## src/rtl/lock_sequencer.sv

```systemverilog
// Serial code lock controller: shifts in a code LSB first, compares it against a
// programmable code, and manages the unlock pulse, failure count and lockout window.
module lock_sequencer #(
    parameter int                CODE_W         = 6,
    parameter logic [CODE_W-1:0] DEFAULT_CODE   = 6'b101100,
    parameter int                MAX_FAILS      = 3,
    parameter int                UNLOCK_CYCLES  = 8,
    parameter int                LOCKOUT_CYCLES = 32,
    parameter int                TIMEOUT_CYCLES = 16
) (
    input  logic              clk,
    input  logic              clear,
    input  logic              b_valid,
    input  logic              b_in,
    input  logic              prog_req,
    input  logic [CODE_W-1:0] prog_code,
    output logic              unlock,
    output logic              locked_out,
    output logic              attempt_fail,
    output logic              prog_ack,
    output logic              prog_nack,
    output logic [3:0]        fail_cnt,
    output logic              busy
);

    localparam int CNT_W   = $clog2(CODE_W);
    localparam int TMR_MAX = (UNLOCK_CYCLES > LOCKOUT_CYCLES) ? UNLOCK_CYCLES : LOCKOUT_CYCLES;
    localparam int TMR_W   = $clog2(TMR_MAX + 1);
    localparam int GAP_W   = $clog2(TIMEOUT_CYCLES + 1);

    localparam logic [CNT_W-1:0] LAST_BIT     = CNT_W'(CODE_W - 1);
    localparam logic [TMR_W-1:0] UNLOCK_LAST  = TMR_W'(UNLOCK_CYCLES - 1);
    localparam logic [TMR_W-1:0] LOCKOUT_LAST = TMR_W'(LOCKOUT_CYCLES - 1);
    localparam logic [GAP_W-1:0] GAP_LAST     = GAP_W'(TIMEOUT_CYCLES - 1);
    localparam logic [3:0]       FAIL_LIMIT   = 4'(MAX_FAILS);

    typedef enum logic [2:0] {
        S_IDLE,
        S_LOAD,
        S_CHECK,
        S_OPEN,
        S_LOCKOUT
    } state_t;

    state_t            state;
    logic [CODE_W-1:0] seq;
    logic [CODE_W-1:0] code_reg;
    logic [CNT_W-1:0]  bit_cnt;
    logic [GAP_W-1:0]  gap_cnt;
    logic [TMR_W-1:0]  tmr;
    logic [3:0]        fail_next;
    logic              bit_take;
    logic              prog_ok;

    // bit_cnt is held at zero outside an attempt, so it indexes the first bit too
    assign bit_take  = b_valid && ((state == S_IDLE) || (state == S_LOAD));
    assign prog_ok   = prog_req && (state == S_OPEN);
    assign fail_next = (fail_cnt == FAIL_LIMIT) ? fail_cnt : fail_cnt + 4'd1;

    always_ff @(posedge clk) begin
        if (bit_take) begin
            seq[bit_cnt] <= b_in;
        end
    end

    always_ff @(posedge clk or negedge clear) begin
        if (!clear) begin
            state        <= S_IDLE;
            code_reg     <= DEFAULT_CODE;
            bit_cnt      <= '0;
            gap_cnt      <= '0;
            tmr          <= '0;
            fail_cnt     <= '0;
            unlock       <= 1'b0;
            locked_out   <= 1'b0;
            attempt_fail <= 1'b0;
            prog_ack     <= 1'b0;
            prog_nack    <= 1'b0;
            busy         <= 1'b0;
        end else begin
            attempt_fail <= 1'b0;
            prog_ack     <= prog_ok;
            prog_nack    <= prog_req && !prog_ok;
            if (prog_ok) begin
                code_reg <= prog_code;
            end

            case (state)
                S_IDLE: begin
                    if (b_valid) begin
                        bit_cnt <= CNT_W'(1);
                        gap_cnt <= '0;
                        busy    <= 1'b1;
                        state   <= S_LOAD;
                    end
                end

                S_LOAD: begin
                    if (b_valid) begin
                        gap_cnt <= '0;
                        if (bit_cnt == LAST_BIT) begin
                            bit_cnt <= '0;
                            state   <= S_CHECK;
                        end else begin
                            bit_cnt <= bit_cnt + CNT_W'(1);
                        end
                    end else if (gap_cnt == GAP_LAST) begin
                        // abandoned attempt: silently dropped, not a failure
                        gap_cnt <= '0;
                        bit_cnt <= '0;
                        busy    <= 1'b0;
                        state   <= S_IDLE;
                    end else begin
                        gap_cnt <= gap_cnt + GAP_W'(1);
                    end
                end

                S_CHECK: begin
                    busy <= 1'b0;
                    tmr  <= '0;
                    if (seq == code_reg) begin
                        unlock   <= 1'b1;
                        fail_cnt <= '0;
                        state    <= S_OPEN;
                    end else begin
                        attempt_fail <= 1'b1;
                        fail_cnt     <= fail_next;
                        if (fail_next == FAIL_LIMIT) begin
                            locked_out <= 1'b1;
                            state      <= S_LOCKOUT;
                        end else begin
                            state <= S_IDLE;
                        end
                    end
                end

                S_OPEN: begin
                    if (tmr == UNLOCK_LAST) begin
                        unlock <= 1'b0;
                        state  <= S_IDLE;
                    end else begin
                        tmr <= tmr + TMR_W'(1);
                    end
                end

                S_LOCKOUT: begin
                    if (tmr == LOCKOUT_LAST) begin
                        locked_out <= 1'b0;
                        fail_cnt   <= '0;
                        state      <= S_IDLE;
                    end else begin
                        tmr <= tmr + TMR_W'(1);
                    end
                end

                default: begin
                    state <= S_IDLE;
                end
            endcase
        end
    end

endmodule

```

## config.mk

```make
export PLATFORM = sky130hd
export DESIGN_NAME = lock_sequencer
export DESIGN_NICKNAME = d
export VERILOG_FILES = /design/src/rtl/lock_sequencer.sv
export SDC_FILE = /design/constraint.sdc
export NUM_CORES = 1
export LEC_CHECK = 0
export CAP_MARGIN = 25
export CORE_MARGIN = 2
export CORE_UTILIZATION = 55
export DETAILED_ROUTE_END_ITERATION = 10
export PLACE_DENSITY_LB_ADDON = 0.05
export SYNTH_ARGS = -nofsm -noshare
export SYNTH_HDL_FRONTEND = slang
export SYNTH_SLANG_ARGS = --single-unit
```

## constraint.sdc

```tcl
create_clock -name clk -period 4.7 [get_ports clk]
set_clock_uncertainty 0.2 [all_clocks]
set_input_delay 0.94 -clock clk [delete_from_list [all_inputs] [get_ports clk]]
set_output_delay 0.94 -clock clk [all_outputs]
set_load 0.01 [all_outputs]
```

==> results.json <==
{
  "drive_above_1_share_pct": 11.27,
  "hold_viol": 0,
  "grtUsageTotal_pct": 22.86,
  "synth_cell_types": 54,
  "timing.rr.end": "fail_cnt[2]$_DFFE_PN0P_",
  "worstPathRequired_ns": 4.48,
  "finalPower_uw": 1346,
  "setup_tns_ns": 0,
  "rsz0062_at_grt": "no",
  "stdcell_count": 261,
  "internal-power_uw": 877.3,
  "tightestPinTransition_ns": 0.6116,
  "synthArstFlopShare_pct": 84.62,
  "switching_power_uw": 468.3,
  "drtPass1Iterations": 4,
  "drtIter0Drc": 94,
  "route.detailed.drc": 0,
  "place_area_mm2": 0.002257,
  "cp_max_fo": 10,
  "outcome": "completed",
  "synth-warning-count": 0,
  "grt_pass1_wl_mm": 7.376,
  "dp.cells": 253,
  "path_clk_slew_ns": 0.08,
  "finalSetupViolations": 0,
  "dieWidth_um": 64.73,
  "power_frac_clock_pct": 24.8,
  "fin_nets": 226,
  "min_delay_path_depth": 1,
  "arrival_ns": 2.42,
  "grt_pass1_vias": 1598,
  "num_antenna_cells": 0,
  "place_congestion": 0.8570,
  "holdBufCountCts": 0,
  "ir_drop_v": 0.0003059,
  "clkLatencyLatePin_ns": 0.29,
  "vias": 1601,
  "drv_cap": 0,
  "worstHoldStart": "tmr[0]$_DFFE_PN0P_",
  "syn_area_mm2": 0.002028,
  "cts_tree": "built",
  "io_pins": 21,
  "portBuffers": 20,
  "max_slew_margin_pct": 58.17,
  "start_util_pct": 56.25,
  "core-area_mm2": 0.003606,
  "synth_seq_area_share_pct": 49.78,
  "ys_ff_latch": 39,
  "hold_path.class": "reg2reg",
  "power_frac_comb_pct": 33.3,
  "mostFrequentLayoutCells": "30 x dfrtp_1, 20 x clkdlybuf4s50_1, 19 x nand2_1",
  "dp_hpwl_mm": 3.004,
  "finalCriticalPeriod_ns": 2.645,
  "drv_slew": 0,
  "grt_antenna_before_repair": 0,
  "routed_via_density": 6.134,
  "hold_end": "tmr[0]$_DFFE_PN0P_",
  "p_sw_share_pct": 34.81,
  "design_area_mm2": 0.002394,
  "p_per_area_mw_per_mm2": 562.2,
  "cellLeakagePower_uw": 0.0009648,
  "synth_cells": 190,
  "ctsResizeCount": 0,
  "synth.avg_cell_area_um2": 10.67,
  "die_area_mm2": 0.004189,
  "ant_nets": 0,
  "path_class": "in2reg",
  "rows": 22,
  "synth_edf_count": 6,
  "syn_nets": 204,
  "cts.htree.levels": 2,
  "grt_max_degree": 34,
  "area_delta_synth_final_pct": 18.01,
  "final_common_cell": "dfrtp_1",
  "root_buffer": "clkbuf_8",
  "gr-total-overflow": 0,
  "fmax_mhz": 378.0,
  "post_cts_buffers": 0,
  "cts.sinks": 39,
  "critPathCaptureType": "flop",
  "finalWirelength_mm": 4.177,
  "cts_buffers": 5,
  "rr_startpoint": "code_reg[5]$_DFFE_PN1P_",
  "die_h_um": 64.73,
  "wire_per_inst_um": 16.00,
  "cts_max_path_buffers": 2,
  "start_kind": "input pin",
  "sequentialPowerShare_pct": 42.0,
  "reg2reg_slack_ns": 2.63,
  "synth_top_flop_cell": "dfrtp_1",
  "period_share_pct": 56.28,
  "worst_r2r_path_depth": 4
}
## metrics by stage
| stage | worst slack [ns] | utilization [%] | hold WS [ns] |
|---|---|---|---|
| floorplan | 2.503 | - | 0.2638 |
| global placement | 1.825 | 62.60 | 0.2900 |
| detailed placement | 1.713 | 62.60 | 0.2934 |
| CTS | 2.032 | 66.38 | 0.3097 |
| global route | 1.932 | 66.38 | 0.3499 |
| finish | 2.055 | 66.38 | 0.3097 |
## synthesized netlist by cell type, types with 2 or more instances
master	number	area (um^2)
o21ai_0	9	45.04
nand3_1	8	40.04
nor3_1	6	30.03
and2_1	3	18.77
mux2i_1	3	30.03
a31oi_1	2	12.51
mux2_2	6	67.56
nand4_1	2	12.51
nand2b_1	2	12.51
a21oi_1	9	45.04
nor2b_1	2	12.51
inv_1	7	26.28
nor2_1	3	11.26
nor4b_1	2	17.52
and3_1	4	25.02
ha_1	3	37.54
clkbuf_1	2	7.510
or3b_1	4	35.03
buf_4	2	15.01
nand2_1	19	71.32
dfstp_2	3	78.83
o2111ai_1	2	17.52
o211ai_1	3	22.52
dfrtp_1	30	750.7
a32o_1	3	30.03
xnor2_1	7	61.31
edfxtp_1	6	180.2
o22ai_1	4	25.02
nor3b_1	3	22.52
o31ai_1	4	30.03
nor4_1	4	25.02
## critical path, stage by stage
cell and delay (ns):
clkdlybuf4s50_1 0.61, or3b_1 0.52, nor4b_1 0.35
## power by group through the flow
stage,registers [uW],logic [uW],clock network (uW)
3_3_place_gp,563,425,0
3_5_place_dp,569,446,0
2_1_floorplan,531,341,0
5_1_grt,584,505,354
4_1_cts,565,448,336
6_report,565,448,333
## final cells by class
type | instances | area, um^2
Timing Repair Buffer | 21 | 207.7
Sequential cell | 39 | 1010
Fill cell | 286 | 1212
Tap cell | 48 | 60.06
Multi-Input combinational cell | 138 | 953.4
Clock inverter | 3 | 67.56
Inverter | 7 | 26.28
Clock buffer | 5 | 68.82
## routing by layer
layer  track usage (%)  wire length [um]  vias to the layer above
li1                  -                 -                      767
met1             29.90              1801                      794
met2             36.34              2161                       30
met3             4.167               133                       10
met4             11.70                81                        0
met5                 0                 0                        -
## cells by family after synthesis
| logic type | synth area share, % |
|---|---|
| compound gates | 15.73 |
| xor+xnor | 3.455 |
| fa+ha+maj | 1.851 |
| buf+inv | 3.208 |
| flops | 49.78 |
| mux | 4.812 |
| simple gates | 21.16 |
## worst max-delay path by stage
stage	slack, ns	from	cells past startpoint	end
floorplan	2.50	b_valid	3	seq[1]$_DFFE_PP_
global placement	1.82	b_valid	3	seq[3]$_DFFE_PP_
detailed placement	1.71	b_valid	3	seq[3]$_DFFE_PP_
CTS	2.03	b_valid	3	seq[3]$_DFFE_PP_
global route	1.93	b_valid	3	seq[1]$_DFFE_PP_
finish	2.05	b_valid	3	seq[3]$_DFFE_PP_
(Power assumes the default switching activity.)
